File: config.mk
export PLATFORM = sky130hd
export DESIGN_NAME = seq_alu
export DESIGN_NICKNAME = d
export VERILOG_FILES = /design/src/rtl/seq_alu.sv
export SDC_FILE = /design/constraint.sdc
export NUM_CORES = 1
export LEC_CHECK = 0
export CORE_UTILIZATION = 55
export DETAILED_ROUTE_END_ITERATION = 10
export HOLD_SLACK_MARGIN = 0.02
export PLACE_DENSITY_LB_ADDON = 0.15
export SLEW_MARGIN = 10
export SYNTH_ARGS = -nofsm -noshare
export SYNTH_HDL_FRONTEND = slang
export SYNTH_SLANG_ARGS = --single-unit
File: constraint.sdc
create_clock -name clk -period 3.35 [get_ports clk]
set_clock_uncertainty 0.05 [all_clocks]
set_input_delay 0.5025 -clock clk [delete_from_list [all_inputs] [get_ports clk]]
set_output_delay 0.5025 -clock clk [all_outputs]
set_load 0.03 [all_outputs]
File: src/rtl/seq_alu.sv
// seq_alu: handshaked ALU, single-cycle logic/arith plus iterative MULU and DIVU.
// Define SEQ_ALU_DIV_EN to compile in the restoring divider (opcode 1001).
module seq_alu #(
    parameter int WIDTH = 32
) (
    input  logic             clk,
    input  logic             reset_n,
    input  logic             in_valid,
    output logic             in_ready,
    input  logic [WIDTH-1:0] a,
    input  logic [WIDTH-1:0] b,
    input  logic [3:0]       f,
    output logic             out_valid,
    input  logic             out_ready,
    output logic [WIDTH-1:0] y,
    output logic [WIDTH-1:0] hi,
    output logic             zero,
    output logic             ovf
);
    localparam int CW = $clog2(WIDTH + 1);

    typedef enum logic [1:0] {S_IDLE, S_MUL, S_DIV, S_DONE} state_t;

    state_t             r_state, w_next;
    logic [CW-1:0]      r_cnt;
    logic [WIDTH-1:0]   r_a, r_y, r_hi;
    logic               r_ovf;
    logic [2*WIDTH-1:0] r_acc, w_acc_mul, w_acc_next;
    logic [WIDTH:0]     w_mac;
    logic [WIDTH-1:0]   w_add, w_sub, w_y;
    logic               w_ovf_add, w_ovf_sub, w_ovf;
    logic               w_accept, w_last, w_is_mul, w_is_div;

    assign w_accept  = in_valid && in_ready;
    assign w_last    = r_cnt == CW'(WIDTH - 1);
    assign w_is_mul  = f == 4'b1000;
    assign w_add     = a + b;
    assign w_sub     = a - b;
    assign w_ovf_add = (a[WIDTH-1] == b[WIDTH-1]) && (w_add[WIDTH-1] != a[WIDTH-1]);
    assign w_ovf_sub = (a[WIDTH-1] != b[WIDTH-1]) && (w_sub[WIDTH-1] != a[WIDTH-1]);

    // Shift-add: low half of r_acc starts as b and is consumed LSB first.
    assign w_mac     = {1'b0, r_acc[2*WIDTH-1:WIDTH]} + (r_acc[0] ? {1'b0, r_a} : '0);
    assign w_acc_mul = {w_mac, r_acc[WIDTH-1:1]};

`ifdef SEQ_ALU_DIV_EN
    logic [WIDTH-1:0] r_b;
    logic [WIDTH:0]   w_rem, w_dif;
    // Restoring divide: r_acc = {remainder, dividend bits shifting into quotient}.
    assign w_is_div   = f == 4'b1001;
    assign w_rem      = r_acc[2*WIDTH-1:WIDTH-1];
    assign w_dif      = w_rem - {1'b0, r_b};
    assign w_acc_next = (r_state != S_DIV) ? w_acc_mul :
                        w_dif[WIDTH] ? {w_rem[WIDTH-1:0], r_acc[WIDTH-2:0], 1'b0} :
                                       {w_dif[WIDTH-1:0], r_acc[WIDTH-2:0], 1'b1};
`else
    assign w_is_div   = 1'b0;
    assign w_acc_next = w_acc_mul;
`endif

    always_comb begin
        w_y   = '0;
        w_ovf = 1'b0;
        case (f)
            4'b0000: w_y = a & b;
            4'b0001: w_y = a | b;
            4'b0010: begin w_y = w_add; w_ovf = w_ovf_add; end
            4'b0110: begin w_y = w_sub; w_ovf = w_ovf_sub; end
            4'b0111: w_y = {{(WIDTH-1){1'b0}}, w_sub[WIDTH-1] ^ w_ovf_sub};
            4'b1010: w_y = a ^ b;
            4'b1011: w_y = ~(a | b);
            default: ;
        endcase
    end

    always_comb begin
        w_next = r_state;
        case (r_state)
            S_IDLE:       if (w_accept) w_next = w_is_mul ? S_MUL : w_is_div ? S_DIV : S_DONE;
            S_MUL, S_DIV: if (w_last) w_next = S_DONE;
            S_DONE:       if (out_ready) w_next = S_IDLE;
            default:      w_next = S_IDLE;
        endcase
    end

    always_ff @(posedge clk or negedge reset_n) begin
        if (!reset_n) r_state <= S_IDLE;
        else          r_state <= w_next;
    end

    always_ff @(posedge clk or negedge reset_n) begin
        if (!reset_n) begin
            r_cnt <= '0;
            r_a   <= '0;
            r_acc <= '0;
            r_y   <= '0;
            r_hi  <= '0;
            r_ovf <= 1'b0;
`ifdef SEQ_ALU_DIV_EN
            r_b   <= '0;
`endif
        end else if (w_accept) begin
            r_cnt <= '0;
            r_a   <= a;
            r_acc <= {{WIDTH{1'b0}}, w_is_div ? a : b};
`ifdef SEQ_ALU_DIV_EN
            r_b   <= b;
`endif
            if (!w_is_mul && !w_is_div) begin
                r_y   <= w_y;
                r_hi  <= '0;
                r_ovf <= w_ovf;
            end
        end else if (r_state == S_MUL || r_state == S_DIV) begin
            r_cnt <= r_cnt + CW'(1);
            r_acc <= w_acc_next;
            if (w_last) begin
                r_y   <= w_acc_next[WIDTH-1:0];
                r_hi  <= w_acc_next[2*WIDTH-1:WIDTH];
                r_ovf <= 1'b0;
            end
        end
    end

    assign in_ready  = r_state == S_IDLE;
    assign out_valid = r_state == S_DONE;
    assign y         = r_y;
    assign hi        = r_hi;
    assign ovf       = r_ovf;
    assign zero      = r_y == '0;
endmodule
==> metrics.txt, run 1 <==
# TYPE chip_impl_metric gauge
chip_impl_info{name="outcome",value="finished, violations left"} 1
chip_impl_info{name="violations_in_the_final_reports",value="negative setup slack"} 1
chip_impl_metric{name="worst_slew_pin_slew",unit="ns"} 1.08
chip_impl_metric{name="die-area",unit="um^2"} 26900
chip_impl_metric{name="grt_start_max_net_pins",unit=""} 99
chip_impl_metric{name="place.port_buffers",unit=""} 139
chip_impl_metric{name="clkTransAtPathRegs",unit="ns"} 0.07
chip_impl_metric{name="initial_core_util",unit="%"} 56.7
chip_impl_info{name="timing.critical_path.cells",value="buf_12, inv_12, ha_4, nor2b_4, or4_4, o221ai_4, o211ai_4, a2111oi_4, nor2_2, a21oi_2, o21bai_1, a21oi_2, fa_2, xnor2_1, nand3_1, nor2_1, a21oi_1, o21ai_1"} 1
chip_impl_metric{name="gpl.final_weighted_congestion",unit=""} 0.956
chip_impl_metric{name="met3_usage",unit="%"} 8.13
chip_impl_metric{name="die_width",unit="um"} 164
chip_impl_metric{name="drt-wirelength-per-cell",unit="um"} 21.4
chip_impl_metric{name="critPathBufInv",unit=""} 2
chip_impl_metric{name="htree_levels",unit=""} 4
chip_impl_metric{name="worstSkewPairLatency",unit="ns"} 0.44
chip_impl_metric{name="dr.first_iter.drc_count",unit=""} 1753
chip_impl_metric{name="synth.net_count",unit=""} 1977
chip_impl_info{name="critPathKind",value="in2reg"} 1
chip_impl_info{name="critical-path-top-cell-by-count",value="sky130_fd_sc_hd__a21oi_2"} 1
chip_impl_metric{name="leakagePower",unit="nW"} 9.47
chip_impl_metric{name="postRouteWirelength",unit="um"} 53900
chip_impl_metric{name="total_power",unit="mW"} 13.2
chip_impl_metric{name="synth-async-reset-ratio",unit="%"} 100
chip_impl_metric{name="worstPathRequired",unit="ns"} 3.62
chip_impl_metric{name="grt_util_met1",unit="%"} 54.1
chip_impl_info{name="endpoint_kind",value="register"} 1
chip_impl_metric{name="synthCells",unit=""} 1763
chip_impl_metric{name="setup_ws",unit="ns"} -0.158
chip_impl_metric{name="wire_length_of_the_first_global_routing_pass",unit="um"} 82300
chip_impl_metric{name="avgViaCountPerCell",unit=""} 6.31
chip_impl_metric{name="report.final.setup_viol",unit=""} 3
chip_impl_metric{name="number_of_search_and_repair_iterations_in_the_first_detailed_routing_pass",unit=""} 5
chip_impl_metric{name="period_minus_slack",unit="ns"} 3.51
chip_impl_metric{name="final.hold.worst_slack",unit="ns"} 0.360
chip_impl_metric{name="grt_pass1_vias",unit=""} 15200
chip_impl_metric{name="tritoncts.num_buffers",unit=""} 17
chip_impl_metric{name="power_density",unit="nW/um^2"} 659
chip_impl_metric{name="drc",unit=""} 0
chip_impl_metric{name="synth_area_per_cell",unit="um^2"} 8.20
chip_impl_metric{name="ir_drop",unit="mV"} 0.595
chip_impl_metric{name="grt_remaining_overflow",unit=""} 0
chip_impl_metric{name="ys_ff_latch",unit=""} 169
chip_impl_metric{name="slew_viol_final",unit=""} 0
chip_impl_metric{name="synth.yosys.seq_area_share",unit="%"} 29.3
chip_impl_metric{name="insertedDiodeCount",unit=""} 0
chip_impl_info{name="cp-start-kind",value="input pin"} 1
chip_impl_metric{name="timing.slew.headroom",unit="%"} 28.2
chip_impl_metric{name="vias",unit=""} 15900
chip_impl_info{name="tritoncts",value="yes"} 1
chip_impl_metric{name="drive_above_1_share",unit="%"} 26.4
chip_impl_metric{name="syn2layout_area_growth",unit="%"} 38.3
chip_impl_info{name="layout_common_cells",value="357 x sky130_fd_sc_hd__buf_4, 168 x sky130_fd_sc_hd__dfrtp_1, 166 x sky130_fd_sc_hd__nand2_1"} 1
chip_impl_metric{name="overall_track_demand_over_capacity_in_global_routing",unit="%"} 39.8
chip_impl_metric{name="final_min_period_over_clock_period",unit="%"} 105
chip_impl_metric{name="path_max_fanout",unit=""} 2
chip_impl_info{name="rsz0062_at_grt",value="yes"} 1
chip_impl_info{name="cpMaxStageDelayCell",value="sky130_fd_sc_hd__or4_4"} 1
chip_impl_info{name="hp-class",value="in2reg"} 1
chip_impl_metric{name="achievable-frequency",unit="GHz"} 0.285
chip_impl_metric{name="design.final.nets",unit=""} 2391
chip_impl_metric{name="dpl.hpwl",unit="um"} 40400
chip_impl_metric{name="num_rows",unit=""} 58
chip_impl_info{name="cts-root-buf",value="sky130_fd_sc_hd__clkbuf_16"} 1
chip_impl_metric{name="die_height",unit="um"} 164
chip_impl_metric{name="design.core.area",unit="um^2"} 25500
chip_impl_metric{name="drv_cap",unit=""} 0
chip_impl_info{name="leading_cell_type_in_the_layout_fill_and_taps_excluded",value="sky130_fd_sc_hd__buf_4"} 1
chip_impl_metric{name="top_level_ports",unit=""} 140
chip_impl_metric{name="cp_data_arrival_time",unit="ns"} 3.78
chip_impl_metric{name="final_antenna_net_count",unit=""} 0
chip_impl_metric{name="number_of_antenna_violations_at_the_first_check_in_global_routing",unit=""} 2
chip_impl_metric{name="slowest_delay",unit="ns"} 0.52
chip_impl_metric{name="cts_num_sinks",unit=""} 169
chip_impl_info{name="path_delay_family",value="compound AO/OA/AOI/OAI gates"} 1
chip_impl_info{name="ys_dominant_reg_cell",value="sky130_fd_sc_hd__dfrtp_1"} 1
chip_impl_metric{name="synth_area",unit="um^2"} 14500
chip_impl_metric{name="clockBufferDepth",unit=""} 2
chip_impl_metric{name="netlist-cell-type-count",unit=""} 97
chip_impl_metric{name="met2_usage",unit="%"} 61.2
chip_impl_metric{name="finalHoldViolations",unit=""} 0
chip_impl_metric{name="dpl-instance-area",unit="um^2"} 18600
chip_impl_metric{name="synth_enable_flop_cells",unit=""} 0
chip_impl_info{name="top_usage_layer",value="met2"} 1
chip_impl_metric{name="yosys_warnings",unit=""} 0
chip_impl_metric{name="fin_area",unit="um^2"} 20000
[stage by stage]
step                setup WS (ns)  utilization [%]  std cells  TNS (ns)
detailed placement          -1.07             72.9       2465    -16.18
global route               -0.234             78.5       2520    -0.601
finish                     -0.158             78.5       2520    -0.263
CTS                        -0.118             77.2       2511    -0.276
floorplan                  -0.194                -       1763    -0.551
global placement            -1.06             72.9       2465    -14.38
[cells by family (layout without fill, tap and decap cells)]
family / count (synthesis) / in the layout / synth area share [%]
xor gates and xnor gates: 42 / 42 / 2.54
and+or+nand+nor: 544 / 544 / 17.7
DFF: 169 / 169 / 29.3
muxes: 61 / 61 / 4.28
adders and majority gates: 142 / 142 / 12.5
AOI/OAI and AO/OA: 584 / 584 / 27.7
buffers and inverters: 221 / 648 / 6.00
[cells in the mapped netlist (all sizes together) (16+ instances only)]
| cell type | instances | share of area [%] |
|---|---|---|
| o21bai | 18 | 0.93 |
| nand2b | 22 | 0.95 |
| a21o | 33 | 1.7 |
| xor2 | 16 | 0.97 |
| nand2 | 168 | 4.4 |
| xnor2 | 26 | 1.6 |
| o211ai | 22 | 1.3 |
| o21ai | 158 | 5.5 |
| a211oi | 23 | 1.3 |
| mux2i | 57 | 3.9 |
| buf | 27 | 0.95 |
| a21oi | 140 | 4.9 |
| and2 | 39 | 1.7 |
| clkbuf | 83 | 2.2 |
| ha | 138 | 12 |
| a221oi | 24 | 1.5 |
| nor4 | 18 | 0.78 |
| nor2 | 153 | 4.0 |
| a31oi | 18 | 0.78 |
| or3 | 16 | 0.73 |
| dfrtp | 169 | 29 |
| nand3 | 32 | 1.1 |
| nor3 | 24 | 0.83 |
| nand4 | 20 | 0.87 |
| inv | 110 | 2.9 |
| a22o | 23 | 1.4 |
| and3 | 21 | 0.91 |
[state kept, by name, indices dropped and copies added, names as in the netlist]
signal,cells
y,32
r_state,2
ovf,1
r_cnt,6
r_a,32
r_acc,64
hi,32
[worst min-delay path, cell delays in order]
cell	delay (ns)
sky130_fd_sc_hd__buf_2	0.13
sky130_fd_sc_hd__inv_2	0.08
sky130_fd_sc_hd__o21ai_0	0.08
[worst paths after layout]
path                            startpoint     end  slack, ns  depth (start not counted)
max in group asynchronous          reset_n   y[27]       1.92                          3
worst max-delay path                 a[12]     ovf      -0.16                         18
worst min register to register      hi[10]  hi[10]       0.42                          2
min in group asynchronous          reset_n   hi[4]       0.47                          2
worst max register to register    r_acc[0]  hi[25]       0.14                         12
worst min-delay path                  a[2]  r_a[2]       0.36                          3
[routing by layer]
metal | share of wire [%] | wire length, um
met5 | 0.026 | 14
met1 | 42 | 22700
met4 | 4.2 | 2260
met2 | 44 | 23700
met3 | 9.7 | 5230
[timing repair]
item	CTS	global route
setup endpoints to repair	19	38
gates resized for setup	171	78
gates cloned	0	0
pin swaps	46	53
hold buffers	1	0
hold endpoints to repair	38	0
buffers inserted	14	11
[where the power goes]
group	switching (mW)	internal, mW	leakage [nW]	total (mW)
combinational	4.30	3.21	7.05	7.51
clock	1.02	1.08	0.290	2.09
sequential	0.704	2.88	2.13	3.58
[cell type report]
type	instances	area, um^2
clock buffer	18	429
sequential	169	4230
timing repair buffer	505	4140
inverter	111	443
tap	330	413
clock inverter	14	181
multi-input combinational	1373	10200
fill	1746	5480
Note: power is estimated with default switching activity, not from simulation.
==> run 2: changes to the inputs <==
--- a/config.mk
+++ b/config.mk
@@ -7,2 +7,3 @@
 export LEC_CHECK = 0
+export CORE_MARGIN = 2
 export CORE_UTILIZATION = 55
@@ -11,2 +12,3 @@
 export PLACE_DENSITY_LB_ADDON = 0.15
+export SKIP_LAST_GASP = 1
 export SLEW_MARGIN = 10
--- a/constraint.sdc
+++ b/constraint.sdc
@@ -4,2 +4,2 @@
 set_output_delay 0.5025 -clock clk [all_outputs]
-set_load 0.03 [all_outputs]
+set_load 0.01 [all_outputs]
==> run 2 against run 1 <==
The run still ends with negative setup slack left; critical endpoint unchanged; die area up 2.5%; sequential power hardly changed; critical path type unchanged; first-iteration DRC count grew 4.0%.
==> metrics.txt, run 2 (synthesis gave the netlist of run 1 again) <==
# TYPE chip_impl_metric gauge
chip_impl_metric{name="vias",unit=""} 15700
chip_impl_metric{name="leakagePower",unit="nW"} 9.42
chip_impl_metric{name="critPathBufInv",unit=""} 2
chip_impl_metric{name="worstPathRequired",unit="ns"} 3.62
chip_impl_info{name="critPathKind",value="in2reg"} 1
chip_impl_metric{name="place_ws",unit="ns"} -1.08
chip_impl_metric{name="achievable-frequency",unit="GHz"} 0.287
chip_impl_info{name="hp-class",value="in2reg"} 1
chip_impl_metric{name="drive_above_1_share",unit="%"} 25.7
chip_impl_metric{name="reg2reg_setup_slack",unit="ns"} 0.09
chip_impl_info{name="cts-root-buf",value="sky130_fd_sc_hd__clkbuf_16"} 1
chip_impl_metric{name="dpl-instance-area",unit="um^2"} 18600
chip_impl_metric{name="design.final.nets",unit=""} 2379
chip_impl_metric{name="drv_cap",unit=""} 0
chip_impl_metric{name="htree_levels",unit=""} 4
chip_impl_metric{name="initial_core_util",unit="%"} 55.8
chip_impl_metric{name="final_antenna_net_count",unit=""} 0
chip_impl_metric{name="tritoncts.num_buffers",unit=""} 17
chip_impl_metric{name="ir_drop",unit="mV"} 0.546
chip_impl_metric{name="postRouteWirelength",unit="um"} 53500
chip_impl_metric{name="largest_reg_flops",unit=""} 64
chip_impl_info{name="leading_cell_type_in_the_layout_fill_and_taps_excluded",value="sky130_fd_sc_hd__buf_4"} 1
chip_impl_metric{name="report.final.setup_viol",unit=""} 6
chip_impl_metric{name="layout.area.seq",unit="um^2"} 4230
chip_impl_info{name="timing.critical_path.cells",value="buf_12, inv_12, ha_4, nor2b_4, or4_4, o221ai_4, o211ai_4, a2111oi_4, nor2_2, a21oi_2, o21bai_1, a21oi_2, fa_2, xnor2_1, nand3_1, nor2_1, a21oi_1, o21ai_1"} 1
chip_impl_metric{name="wire_length_of_the_first_global_routing_pass",unit="um"} 83000
chip_impl_metric{name="dr.first_iter.drc_count",unit=""} 1823
chip_impl_metric{name="clkTransAtPathRegs",unit="ns"} 0.09
chip_impl_metric{name="slowest_delay",unit="ns"} 0.52
chip_impl_metric{name="die-area",unit="um^2"} 27600
chip_impl_metric{name="timing.slew.headroom",unit="%"} 37.2
chip_impl_metric{name="overall_track_demand_over_capacity_in_global_routing",unit="%"} 37.8
chip_impl_metric{name="insertedDiodeCount",unit=""} 0
chip_impl_metric{name="grt_start_max_net_pins",unit=""} 86
chip_impl_metric{name="top_level_ports",unit=""} 140
chip_impl_info{name="outcome",value="finished, violations left"} 1
chip_impl_metric{name="cts_num_sinks",unit=""} 169
chip_impl_metric{name="gpl.final_weighted_congestion",unit=""} 1.03
chip_impl_metric{name="design.core.area",unit="um^2"} 25900
chip_impl_info{name="path_delay_family",value="compound AO/OA/AOI/OAI gates"} 1
chip_impl_metric{name="grt_remaining_overflow",unit=""} 0
chip_impl_info{name="cp-start-kind",value="input pin"} 1
chip_impl_metric{name="syn2layout_area_growth",unit="%"} 37.5
chip_impl_info{name="layout_common_cells",value="346 x sky130_fd_sc_hd__buf_4, 169 x sky130_fd_sc_hd__dfrtp_1, 165 x sky130_fd_sc_hd__nand2_1"} 1
chip_impl_metric{name="final_min_period_over_clock_period",unit="%"} 104
chip_impl_metric{name="layout.filler_cells",unit=""} 1912
chip_impl_metric{name="number_of_antenna_violations_at_the_first_check_in_global_routing",unit=""} 0
chip_impl_metric{name="die_width",unit="um"} 166
chip_impl_info{name="endpoint_kind",value="register"} 1
chip_impl_metric{name="slew_viol_final",unit=""} 0
chip_impl_info{name="tritoncts",value="yes"} 1
chip_impl_info{name="critical-path-top-cell-by-count",value="sky130_fd_sc_hd__a21oi_2"} 1
chip_impl_info{name="largest-register",value="r_acc"} 1
chip_impl_metric{name="grt_pass1_vias",unit=""} 15100
chip_impl_metric{name="die_height",unit="um"} 166
chip_impl_metric{name="period_minus_slack",unit="ns"} 3.49
chip_impl_metric{name="fin_setup_tns",unit="ns"} -0.457
chip_impl_metric{name="path_max_fanout",unit=""} 3
chip_impl_metric{name="drc",unit=""} 0
chip_impl_metric{name="clockBufferDepth",unit=""} 2
chip_impl_metric{name="finalHoldViolations",unit=""} 0
chip_impl_metric{name="dpl.hpwl",unit="um"} 39900
chip_impl_metric{name="cp_data_arrival_time",unit="ns"} 3.76
chip_impl_metric{name="number_of_search_and_repair_iterations_in_the_first_detailed_routing_pass",unit=""} 5
chip_impl_metric{name="fin_area",unit="um^2"} 19900
chip_impl_metric{name="worstSkewPairLatency",unit="ns"} 0.45
chip_impl_metric{name="drt-wirelength-per-cell",unit="um"} 21.3
chip_impl_metric{name="setup_ws",unit="ns"} -0.136
chip_impl_info{name="violations_in_the_final_reports",value="negative setup slack"} 1
chip_impl_metric{name="place.port_buffers",unit=""} 139
chip_impl_metric{name="num_rows",unit=""} 59
chip_impl_metric{name="power_density",unit="nW/um^2"} 638
chip_impl_info{name="rsz0062_at_grt",value="yes"} 1
chip_impl_info{name="cpMaxStageDelayCell",value="sky130_fd_sc_hd__or4_4"} 1
chip_impl_metric{name="avgViaCountPerCell",unit=""} 6.26
chip_impl_metric{name="area_used_by_multi_input_combinational_logic",unit="um^2"} 10100
chip_impl_metric{name="worst_slew_pin_slew",unit="ns"} 0.941
==> run 2: metrics by stage <==
step / instances / utilization [%] / hold WS (ns) / power, mW
after CTS: 2507 / 75.4 / 0.368 / 12.4
after global placement: 2466 / 71.7 / 0.403 / 9.99
after floorplan: 1763 / - / 0.157 / 7.79
after detailed placement: 2466 / 71.7 / 0.412 / 10.2
final: 2513 / 76.7 / 0.346 / 12.7
after global routing: 2513 / 76.7 / 0.353 / 13.5
==> run 2: final timing paths <==
kind,cells past startpoint,endpoint,start
min in group asynchronous,2,r_acc[35],reset_n
min reg2reg,2,r_a[3],r_a[3]
max in group asynchronous,3,r_acc[11],reset_n
max reg2reg,13,hi[27],r_a[0]
min,4,r_acc[9],b[9]
max,18,ovf,a[12]
==> run 2: per-layer routing <==
| metal | vias up | GRT usage, % | wire length (um) |
|---|---|---|---|
| met5 | - | 0 | 0 |
| met4 | 0 | 14.4 | 2290 |
| met3 | 161 | 5.55 | 4610 |
| met2 | 826 | 58.2 | 23700 |
| met1 | 7569 | 53.9 | 22900 |
| li1 | 7185 | - | - |
==> run 2: layout make-up <==
type / count / area share, %
Clock buffer: 18 / 2.16
Sequential cell: 169 / 21.3
Multi-Input combinational cell: 1373 / 50.9
Timing Repair Buffer: 493 / 20.5
Inverter: 111 / 2.23
Tap cell: 335 / 2.11
Clock inverter: 14 / 0.793
==> run 2: what timing repair did <==
item                       CTS  global route
hold buffers                 1             0
resized for setup          153            76
hold endpoints to repair    45             0
pin swaps                   39            46
setup endpoints to repair   20            32
buffers inserted             8             7
==> run 2: tightest hold or removal path: cells and delay by family <==
family	cells	cell delay, ns
simple gates	1	0.04
compound gates	1	0.06
buf+inv	2	0.20
==> run 2: report_power, final <==
part | internal, mW | total [mW] | switching (mW) | leakage, nW
registers | 2.87 | 3.58 | 0.707 | 2.13
clock network | 1.00 | 2.04 | 1.03 | 0.279
logic | 3.12 | 7.06 | 3.94 | 7.01
total | 7.00 | 12.7 | 5.68 | 9.42
==> run 3: changes to the inputs <==
Settings changed: CORE_ASPECT_RATIO from default to 1.2.
==> run 3 against run 2 <==
The flow still finishes with violations (negative setup slack); non-clock buffer count increased by 8; final area about the same; largest power group unchanged; via count decreased by 1.5%; clock power increased by 6%; critical path depth unchanged; sequential power about the same; die area about the same; critical path type unchanged; first-iteration DRC count decreased by 37%; sequential cell count unchanged; global-route usage decreased by 0.80 points.
==> metrics.txt, run 3 (synthesis gave the netlist of run 1 again) <==
# TYPE chip_impl_metric gauge
chip_impl_info{name="critPathKind",value="in2reg"} 1
chip_impl_metric{name="place_ws",unit="ns"} -1.09
chip_impl_metric{name="wire_length_of_the_first_global_routing_pass",unit="um"} 81400
chip_impl_metric{name="initial_core_util",unit="%"} 55.4
chip_impl_metric{name="drt-wirelength-per-cell",unit="um"} 20.7
chip_impl_metric{name="power_density",unit="nW/um^2"} 641
chip_impl_metric{name="timing.slew.headroom",unit="%"} 38.8
chip_impl_metric{name="top_level_ports",unit=""} 140
chip_impl_metric{name="worstSkewPairLatency",unit="ns"} 0.45
chip_impl_metric{name="final_min_period_over_clock_period",unit="%"} 105
chip_impl_metric{name="syn2layout_area_growth",unit="%"} 37.6
chip_impl_metric{name="die_width",unit="um"} 152
chip_impl_metric{name="seqPwrFrac",unit="%"} 28.1
chip_impl_info{name="tritoncts",value="yes"} 1
chip_impl_metric{name="avgViaCountPerCell",unit=""} 6.14
chip_impl_metric{name="largest_reg_flops",unit=""} 64
chip_impl_metric{name="die_height",unit="um"} 182
chip_impl_metric{name="final_antenna_net_count",unit=""} 0
chip_impl_info{name="cts-root-buf",value="sky130_fd_sc_hd__clkbuf_16"} 1
chip_impl_metric{name="postRouteWirelength",unit="um"} 52400
chip_impl_metric{name="swShare",unit="%"} 43.3
chip_impl_metric{name="worst_slew_pin_slew",unit="ns"} 0.918
chip_impl_metric{name="design.final.nets",unit=""} 2387
chip_impl_metric{name="grt_pass1_vias",unit=""} 15200
chip_impl_info{name="violations_in_the_final_reports",value="negative setup slack"} 1
chip_impl_info{name="rsz0062_at_grt",value="yes"} 1
chip_impl_metric{name="design.core.area",unit="um^2"} 26100
chip_impl_metric{name="report.final.setup_viol",unit=""} 3
chip_impl_metric{name="slew_viol_final",unit=""} 0
chip_impl_metric{name="grt_start_max_net_pins",unit=""} 84
chip_impl_metric{name="tritoncts.num_buffers",unit=""} 17
chip_impl_metric{name="layout.filler_cells",unit=""} 1951
chip_impl_metric{name="path_max_fanout",unit=""} 3
chip_impl_metric{name="comb_power_share",unit="%"} 55.0
chip_impl_metric{name="leakagePower",unit="nW"} 9.45
chip_impl_info{name="cp-start-kind",value="input pin"} 1
chip_impl_metric{name="achievable-frequency",unit="GHz"} 0.285
chip_impl_metric{name="grt_remaining_overflow",unit=""} 0
chip_impl_metric{name="p_switching",unit="mW"} 5.52
chip_impl_metric{name="num_rows",unit=""} 65
chip_impl_metric{name="fin_setup_tns",unit="ns"} -0.250
chip_impl_info{name="outcome",value="finished, violations left"} 1
chip_impl_metric{name="drive_above_1_share",unit="%"} 25.8
chip_impl_metric{name="cts_num_sinks",unit=""} 169
chip_impl_info{name="endpoint_kind",value="register"} 1
chip_impl_metric{name="clockBufferDepth",unit=""} 2
chip_impl_metric{name="cts_hold_buffers",unit=""} 0
chip_impl_info{name="largest-register",value="r_acc"} 1
chip_impl_metric{name="cp_data_arrival_time",unit="ns"} 3.79
chip_impl_metric{name="intPower",unit="mW"} 7.23
chip_impl_metric{name="die-area",unit="um^2"} 27600
chip_impl_metric{name="number_of_antenna_violations_at_the_first_check_in_global_routing",unit=""} 3
chip_impl_metric{name="period_minus_slack",unit="ns"} 3.51
chip_impl_info{name="hp-class",value="in2async"} 1
chip_impl_metric{name="setup_ws",unit="ns"} -0.160
chip_impl_metric{name="drv_cap",unit=""} 0
chip_impl_metric{name="vias",unit=""} 15500
chip_impl_metric{name="worstPathRequired",unit="ns"} 3.63
chip_impl_metric{name="power.clock.fraction",unit="%"} 16.9
chip_impl_info{name="leading_cell_type_in_the_layout_fill_and_taps_excluded",value="sky130_fd_sc_hd__buf_4"} 1
chip_impl_metric{name="finalHoldViolations",unit=""} 0
chip_impl_metric{name="gpl.final_weighted_congestion",unit=""} 1.03
chip_impl_info{name="layout_common_cells",value="355 x sky130_fd_sc_hd__buf_4, 169 x sky130_fd_sc_hd__dfrtp_1, 167 x sky130_fd_sc_hd__nand2_1"} 1
chip_impl_metric{name="place.port_buffers",unit=""} 139
chip_impl_metric{name="overall_track_demand_over_capacity_in_global_routing",unit="%"} 37.0
chip_impl_metric{name="clkTransAtPathRegs",unit="ns"} 0.07
chip_impl_metric{name="dpl.hpwl",unit="um"} 39300
chip_impl_metric{name="htree_levels",unit=""} 4
chip_impl_metric{name="number_of_search_and_repair_iterations_in_the_first_detailed_routing_pass",unit=""} 7
chip_impl_metric{name="dr.first_iter.drc_count",unit=""} 1149
chip_impl_metric{name="drc",unit=""} 0
chip_impl_metric{name="finalCoreUtilization",unit="%"} 76.2
chip_impl_metric{name="ir_drop",unit="mV"} 0.443
run 3: cell count changes in the layout (fill, tap and decap cells not counted), sizes merged:
cell	change
buf	+10
bufinv	+3
clkbuf	+6
clkdlybuf4s15	-2
clkinv	-4
diode	+3
dlygate4sd2	-3
dlygate4sd3	-1
inv	-1
run 3: repair_timing:
action,4_1_cts,5_1_grt
endpoints found under the hold margin,0,0
pin swaps,44,38
setup buffers,17,6
resized for setup,163,65
endpoints found under the setup margin,18,22
run 3: power groups by stage:
stage / registers, mW / clock network, mW / logic [mW]
3_3_place_gp: 3.54 / 0 / 6.51
2_1_floorplan: 3.41 / 0 / 4.38
3_5_place_dp: 3.57 / 0 / 6.73
6_report: 3.58 / 2.16 / 7.02
5_1_grt: 3.66 / 2.24 / 7.65
4_1_cts: 3.55 / 2.16 / 6.86
run 3: worst paths after layout:
path	from	to	slack (ns)	cells after the start
setup reg to reg	r_acc[0]	hi[25]	0.04	12
max in group asynchronous	reset_n	y[25]	2.47	2
hold / removal	reset_n	r_acc[37]	0.02	1
min in group clk	a[2]	r_a[2]	0.34	3
hold reg to reg	r_a[11]	r_a[11]	0.42	2
setup / recovery	a[12]	ovf	-0.16	18
run 3: cell type report:
cell class / instances / area [um^2] / share of cell area, %
Sequential cell: 169 / 4230 / 21.3
Tap cell: 335 / 419 / 2.11
Clock buffer: 20 / 447 / 2.25
Multi-Input combinational cell: 1373 / 10100 / 50.6
Clock inverter: 12 / 164 / 0.824
Antenna cell: 3 / 7.51 / 0.0377
Inverter: 111 / 443 / 2.23
Timing Repair Buffer: 501 / 4120 / 20.7
run 3: per-layer routing:
metal,routed length (um),vias to the layer above,global-route usage (%)
met4,2600,0,17.5
met2,24500,691,61.8
met3,3940,175,5.61
li1,-,7202,-
met5,0,-,0
met1,21300,7432,47.2
run 3: critical path, stage by stage:
cell and delay [ns]:
sky130_fd_sc_hd__buf_12 0.09, sky130_fd_sc_hd__inv_12 0.03, sky130_fd_sc_hd__ha_4 0.27, sky130_fd_sc_hd__nor2b_4 0.04, sky130_fd_sc_hd__or4_4 0.50, sky130_fd_sc_hd__o221ai_4 0.23, sky130_fd_sc_hd__o211ai_4 0.15, sky130_fd_sc_hd__a2111oi_4 0.43
sky130_fd_sc_hd__nor2_1 0.11, sky130_fd_sc_hd__a21oi_1 0.16, sky130_fd_sc_hd__o21bai_1 0.10, sky130_fd_sc_hd__a21oi_2 0.17, sky130_fd_sc_hd__fa_2 0.48, sky130_fd_sc_hd__xnor2_2 0.15, sky130_fd_sc_hd__nand3_1 0.09, sky130_fd_sc_hd__nor2_1 0.05
sky130_fd_sc_hd__a21oi_1 0.14, sky130_fd_sc_hd__o21ai_1 0.09
run 3: through the flow:
step / hold slack (ns) / std cells / cell area (um^2) / power (mW)
2_1_floorplan: 0.157 / 1763 / 14600 / 7.79
3_3_place_gp: 0.405 / 2470 / 18600 / 10.1
3_5_place_dp: 0.415 / 2470 / 18600 / 10.3
4_1_cts: 0.0532 / 2518 / 19700 / 12.6
5_1_grt: 0.0815 / 2522 / 19900 / 13.5
6_report: 0.0166 / 2524 / 19900 / 12.8
